$ cat config.mk
export PLATFORM = sky130hd
export DESIGN_NAME = cdb_arbiter
export DESIGN_NICKNAME = d
export VERILOG_FILES = /design/src/rtl/cdb_arbiter_pkg.sv /design/src/rtl/cdb_rr_pick.sv /design/src/rtl/cdb_arbiter.sv
export SDC_FILE = /design/constraint.sdc
export NUM_CORES = 1
export LEC_CHECK = 0
export ABC_CLOCK_PERIOD_IN_PS = 1550
export BUFFER_PORTS_ARGS = -buffer_cell sky130_fd_sc_hd__buf_2
export CAP_MARGIN = 30
export CORE_UTILIZATION = 45
export DETAILED_ROUTE_END_ITERATION = 6
export PLACE_DENSITY = 0.81
export SYNTH_ARGS = -nofsm -noshare
export SYNTH_HDL_FRONTEND = slang
export SYNTH_SLANG_ARGS = --single-unit
$ cat constraint.sdc
create_clock -name clock -period 1.55 [get_ports clock]
set_input_delay 0 -clock clock [delete_from_list [all_inputs] [get_ports clock]]
set_output_delay 0 -clock clock [all_outputs]
set_load 0.02 [all_outputs]
$ cat src/rtl/cdb_arbiter_pkg.sv
// cdb_arbiter_pkg
//   Shared types and constants for the common data bus arbiter. These mirror
//   the sys_defs definitions used across the out-of-order core so that the
//   reservation station and map table can consume `cdb` directly.
//
//   Contents:
//     TAG_W            width of a physical destination tag
//     NUM_CDB_REQ      number of functional units competing for the CDB
//     CDB_REQ_*        requester index constants (ALU, MULT, LD)
//     TAG              broadcast record {tag, ready, valid}
//     CDB_REQ          buffered result record {valid, tag, value}
//     TAG_IDLE         the "nothing on the bus" broadcast value
//     ptr_width()      width of a pointer that indexes n requesters
package cdb_arbiter_pkg;

  localparam int unsigned TAG_W = 6;

  localparam int unsigned NUM_CDB_REQ  = 3;
  localparam int unsigned CDB_REQ_ALU  = 0;
  localparam int unsigned CDB_REQ_MULT = 1;
  localparam int unsigned CDB_REQ_LD   = 2;

  typedef struct packed {
    logic [TAG_W-1:0] tag;
    logic             ready;
    logic             valid;
  } TAG;

  typedef struct packed {
    logic             valid;
    logic [TAG_W-1:0] tag;
    logic [31:0]      value;
  } CDB_REQ;

  localparam TAG TAG_IDLE = '{tag: '0, ready: 1'b0, valid: 1'b0};

  // A single requester still needs a 1-bit pointer so that port widths stay legal.
  function automatic int unsigned ptr_width(input int unsigned n);
    return (n > 1) ? $clog2(n) : 1;
  endfunction

endpackage

$ cat src/rtl/cdb_rr_pick.sv
// cdb_rr_pick
//   Combinational masked priority picker. Searches the request vector starting
//   at index `start` and wrapping around; the first set bit found wins. With
//   start tied to 0 it degenerates into a fixed lowest-index-first priority
//   encoder.
//
//   Ports:
//     valid  [N-1:0]     candidate request vector
//     start  [PtrW-1:0]  index at which the search begins (must be < N)
//     grant  [N-1:0]     one-hot winner, all zero when no candidate is valid
module cdb_rr_pick
  import cdb_arbiter_pkg::*;
#(
  parameter int unsigned N    = NUM_CDB_REQ,
  parameter int unsigned PtrW = ptr_width(N)
) (
  input  logic [N-1:0]    valid,
  input  logic [PtrW-1:0] start,
  output logic [N-1:0]    grant
);

  logic [PtrW-1:0] idx;
  logic            found;

  always_comb begin
    grant = '0;
    idx   = '0;
    found = 1'b0;
    for (int unsigned k = 0; k < N; k++) begin
      // Walk start, start+1, ... modulo N; only the first hit is taken.
      idx = PtrW'((32'(start) + k) % N);
      if (!found && valid[idx]) begin
        grant[idx] = 1'b1;
        found      = 1'b1;
      end
    end
  end

endmodule

$ cat src/rtl/cdb_arbiter.sv
// cdb_arbiter
//   Collects completed results from the functional units (index 0 = ALU,
//   1 = MULT, 2 = LD) and places exactly one of them per cycle onto the common
//   data bus. Each requester owns a one-entry holding buffer so the unit can
//   hand off its result and continue while it waits for the bus. Arbitration
//   looks only at the buffers, so a fresh request never bypasses straight to
//   the bus: a result sampled at one edge is broadcast at the earliest one edge
//   later.
//
//   Build option:
//     CDB_RR_EN  defined   -> round-robin; the search starts at a pointer that
//                             moves to (winner + 1) mod NUM_REQ on each grant.
//                undefined -> fixed priority, lowest index wins; no pointer.
//
//   Ports:
//     clock      system clock, all state on the rising edge
//     reset      asynchronous active-low reset
//     squash     synchronous flush; drops buffered and outgoing results
//     req_valid  per-unit result valid
//     req_tag    per-unit destination physical tag
//     req_value  per-unit result data
//     req_stall  combinational; the unit must hold its request while high
//     cdb        registered broadcast {tag, ready, valid}
//     cdb_value  registered result data aligned with cdb
//     cdb_grant  registered one-hot source of the current broadcast
module cdb_arbiter
  import cdb_arbiter_pkg::*;
#(
  parameter int unsigned NUM_REQ = NUM_CDB_REQ
) (
  input  logic                           clock,
  input  logic                           reset,
  input  logic                           squash,
  input  logic [NUM_REQ-1:0]             req_valid,
  input  logic [NUM_REQ-1:0][TAG_W-1:0]  req_tag,
  input  logic [NUM_REQ-1:0][31:0]       req_value,
  output logic [NUM_REQ-1:0]             req_stall,
  output TAG                             cdb,
  output logic [31:0]                    cdb_value,
  output logic [NUM_REQ-1:0]             cdb_grant
);

  localparam int unsigned PtrW = ptr_width(NUM_REQ);

  // Holding buffers, one per requester.
  CDB_REQ [NUM_REQ-1:0] buf_q, buf_d;
  logic   [NUM_REQ-1:0] buf_valid;

  logic [NUM_REQ-1:0] grant_next;
  logic [NUM_REQ-1:0] accept;
  logic [PtrW-1:0]    ptr_start;

  // Registered bus outputs.
  TAG                 cdb_q, cdb_d;
  logic [31:0]        cdb_value_q, cdb_value_d;
  logic [NUM_REQ-1:0] cdb_grant_q, cdb_grant_d;

`ifdef CDB_RR_EN
  logic [PtrW-1:0] ptr_q, ptr_d;
  assign ptr_start = ptr_q;
`else
  assign ptr_start = '0;
`endif

  always_comb begin
    buf_valid = '0;
    for (int unsigned i = 0; i < NUM_REQ; i++) begin
      buf_valid[i] = buf_q[i].valid;
    end
  end

  cdb_rr_pick #(
    .N    (NUM_REQ),
    .PtrW (PtrW)
  ) u_pick (
    .valid (buf_valid),
    .start (ptr_start),
    .grant (grant_next)
  );

  // A full buffer that wins this cycle drains and can refill on the same
  // edge, so only full-and-losing entries push back. During squash everything
  // is being dropped anyway, so nobody is asked to wait.
  assign req_stall = squash ? '0 : (buf_valid & ~grant_next);
  assign accept    = req_valid & ~req_stall & {NUM_REQ{~squash}};

  always_comb begin
    buf_d       = buf_q;
    cdb_d       = TAG_IDLE;
    cdb_value_d = '0;
    cdb_grant_d = '0;
`ifdef CDB_RR_EN
    ptr_d       = ptr_q;
`endif

    for (int unsigned i = 0; i < NUM_REQ; i++) begin
      if (grant_next[i]) begin
        cdb_d.tag       = buf_q[i].tag;
        cdb_d.ready     = 1'b1;
        cdb_d.valid     = 1'b1;
        cdb_value_d     = buf_q[i].value;
        cdb_grant_d[i]  = 1'b1;
        buf_d[i].valid  = 1'b0;
`ifdef CDB_RR_EN
        ptr_d           = PtrW'((i + 1) % NUM_REQ);
`endif
      end
      // Refill after the drain so a same-edge grant and accept keeps the entry.
      if (accept[i]) begin
        buf_d[i].valid = 1'b1;
        buf_d[i].tag   = req_tag[i];
        buf_d[i].value = req_value[i];
      end
    end

    // Flush beats any grant or accept in the same cycle.
    if (squash) begin
      for (int unsigned i = 0; i < NUM_REQ; i++) begin
        buf_d[i] = '0;
      end
      cdb_d       = TAG_IDLE;
      cdb_value_d = '0;
      cdb_grant_d = '0;
`ifdef CDB_RR_EN
      ptr_d       = '0;
`endif
    end
  end

  always_ff @(posedge clock or negedge reset) begin
    if (!reset) begin
      buf_q       <= '0;
      cdb_q       <= TAG_IDLE;
      cdb_value_q <= '0;
      cdb_grant_q <= '0;
`ifdef CDB_RR_EN
      ptr_q       <= '0;
`endif
    end else begin
      buf_q       <= buf_d;
      cdb_q       <= cdb_d;
      cdb_value_q <= cdb_value_d;
      cdb_grant_q <= cdb_grant_d;
`ifdef CDB_RR_EN
      ptr_q       <= ptr_d;
`endif
    end
  end

  assign cdb       = cdb_q;
  assign cdb_value = cdb_value_q;
  assign cdb_grant = cdb_grant_q;

endmodule

==> flow_metrics.tcl <==
set metrics [dict create \
    final_antenna_net_count 0 \
    root_buffer "clkbuf_16" \
    fmax_mhz 658 \
    cp.required_ns 1.90 \
    timing.hold.ws_ns 0.0622 \
    insertion_delay_ns 0.42 \
    cp_max_fo 22 \
    r2r_slack_ns 0.03 \
    clkSinkCount 159 \
    core_area_mm2 0.0133 \
    num_vias 5217 \
    antenna_found_initial 0 \
    drive_above_1_share 0.301 \
    setup_ws_ns 0.0294 \
    finalHoldViolCount 0 \
    slew_headroom 0.595 \
    drt_iter0_drc 418 \
    post-route-util 0.684 \
    grt-ovfl-total 0 \
    synth_ff_type "dfrtp_1" \
    grt_usage 0.278 \
    port_buffers 164 \
    start_util 0.465 \
    dp_cells 767 \
    drv_slew 0 \
    status "completed" \
    ys.warnings.count 0 \
    gp_congestion 0.764 \
    ys_ff_latch 159 \
    drt_first_pass_iters 5 \
    totalWireLength_mm 19.3 \
    avgSynthCellArea_um2 13.6 \
    finalInstanceArea_mm2 0.00909 \
    setup_viol 0 \
    die_area_mm2 0.0142 \
    grt_pass1_vias 5636 \
    fin_cells 918 \
    holdCritPathClass "in2reg" \
    cts_buffer_depth 2 \
    drc 0 \
    cts-htree-levels 4 \
    grt_max_degree 51 \
    routed_via_density 5.68 \
    wire_per_inst_um 21.0 \
    peakVddDrop_mv 0.686 \
    skew_ns 0.0109 \
    rows 42 \
    clk_pin_slew_ns 0.06 \
    rsz0062_at_grt "true" \
    synth_top_area_frac 0.644 \
    place_ws_ns -0.0994 \
    syn_inst 453 \
    fin_nets 851 \
    syn-num-nets 573 \
    syn-cell-area_mm2 0.00618 \
    numCtsBuffers 17 \
    area_delta_synth_final_pct 47.1 \
    fp.dieH_um 119 \
    p_total_mw 9.76 \
    postPlaceCellArea_mm2 0.00727 \
    synth.most_common_cell "dfrtp_1" \
    antenna_cells 0 \
    power.leakage_nw 4.49 \
    dpl.hpwl_mm 10.2 \
    grt_first_pass_wirelength_mm 29.6 \
    cp.arrival_ns 1.87 \
    drv_cap 0 \
    yosys.area.top_type "dfrtp_1" \
    synth-edff-count 0 \
    yosysSeqAreaShare 0.644 \
    tns_ns 0 \
    fin_crit_sh 0.981 \
    async_reset_ff_frac 1.00 \
    worst_slew_pin_slew_ns 0.606 \
    pwr_density_cell_mw_per_mm2 1070 \
    cp-end-kind "flop" \
    crit_type "reg2reg" \
    synth_common_cells "dfrtp_1, a22o_1, nor2_1" \
    pin_count 166 \
    ys_top_cells_by_area "dfrtp_1, a22o_1, mux2i_1" \
    critPathLaunchType "flop" \
    die_x_um 119 \
    cts_tree "done" \
    yosysUniqueCellTypes 24 \
    min_period_ns 1.52 \
]
## area by class of cell
| cell class | count | area, um^2 |
|---|---|---|
| multi-input cells | 250 | 2010 |
| clock buffers | 23 | 458 |
| clock inverters | 7 | 88.8 |
| repair buffers | 303 | 2340 |
| flip-flops and latches | 159 | 3980 |
| well taps | 176 | 220 |
| fillers | 893 | 4200 |
## metal layers
layer  share of wire  GRT usage  vias up
met5               0          0        -
li1                -          -     2257
met2            0.51      0.478      285
met3           0.071     0.0580       66
met4           0.035      0.140        0
met1            0.38      0.330     2609
## layout by cell type (no fill, tap or decap), types with 2 or more instances in the layout
| master | instances |
|---|---|
| a22o_1 | 76 |
| clkbuf_1 | 5 |
| mux2i_1 | 38 |
| dfrtp_1 | 158 |
| a22oi_1 | 38 |
| nor2b_1 | 2 |
| buf_12 | 10 |
| buf_4 | 9 |
| dlygate4sd3_1 | 116 |
| nor2_1 | 40 |
| buf_2 | 162 |
| clkbuf_16 | 19 |
| clkinv_2 | 4 |
| nor2_4 | 3 |
| o2bb2ai_1 | 38 |
| bufinv_16 | 2 |
| buf_6 | 3 |
## state kept, by name, indices dropped and copies added, names as in the netlist
| name | count |
|---|---|
| cdb | 7 |
| buf_q | 117 |
| cdb_value | 32 |
| cdb_grant | 3 |
## where the power goes
group,total [mW],internal [mW],switching (mW)
clock,3.96,2.39,1.58
combinational,1.28,0.637,0.641
sequential,4.52,4.38,0.139
## cell families after synthesis
kind of cell	count (synthesis)	share of synthesized area
AOI/OAI and AO/OA	156	0.212
buffers and inverters	45	0.0423
DFF	159	0.644
muxes	38	0.0615
other	1	0.000607
and+or+nand+nor	54	0.0397
## final timing paths
kind | from | endpoint | depth (start not counted)
max reg2reg | buf_q[38] | buf_q[43] | 4
min reg2reg | buf_q[90] | cdb_value[12] | 1
max in group asynchronous | reset | buf_q[21] | 3
min in group asynchronous | reset | cdb[6] | 2
max | buf_q[38] | buf_q[43] | 4
min | squash | buf_q[116] | 3
## what timing repair did
| item | in CTS | in global routing |
|---|---|---|
| cloned | 1 | 3 |
| endpoints found under the hold margin | 274 | 0 |
| pin swaps | 0 | 1 |
| setup buffers | 0 | 1 |
| hold buffers | 116 | 0 |
| resized for setup | 3 | 4 |
| setup endpoints to repair | 39 | 39 |
## critical path: stages (launching register included)
cell and delay [ns]:
dfrtp_2 0.45, a21boi_2 0.33, and2b_1 0.29, buf_12 0.20, a22o_1 0.18
Note: power is estimated with default switching activity, not from simulation.
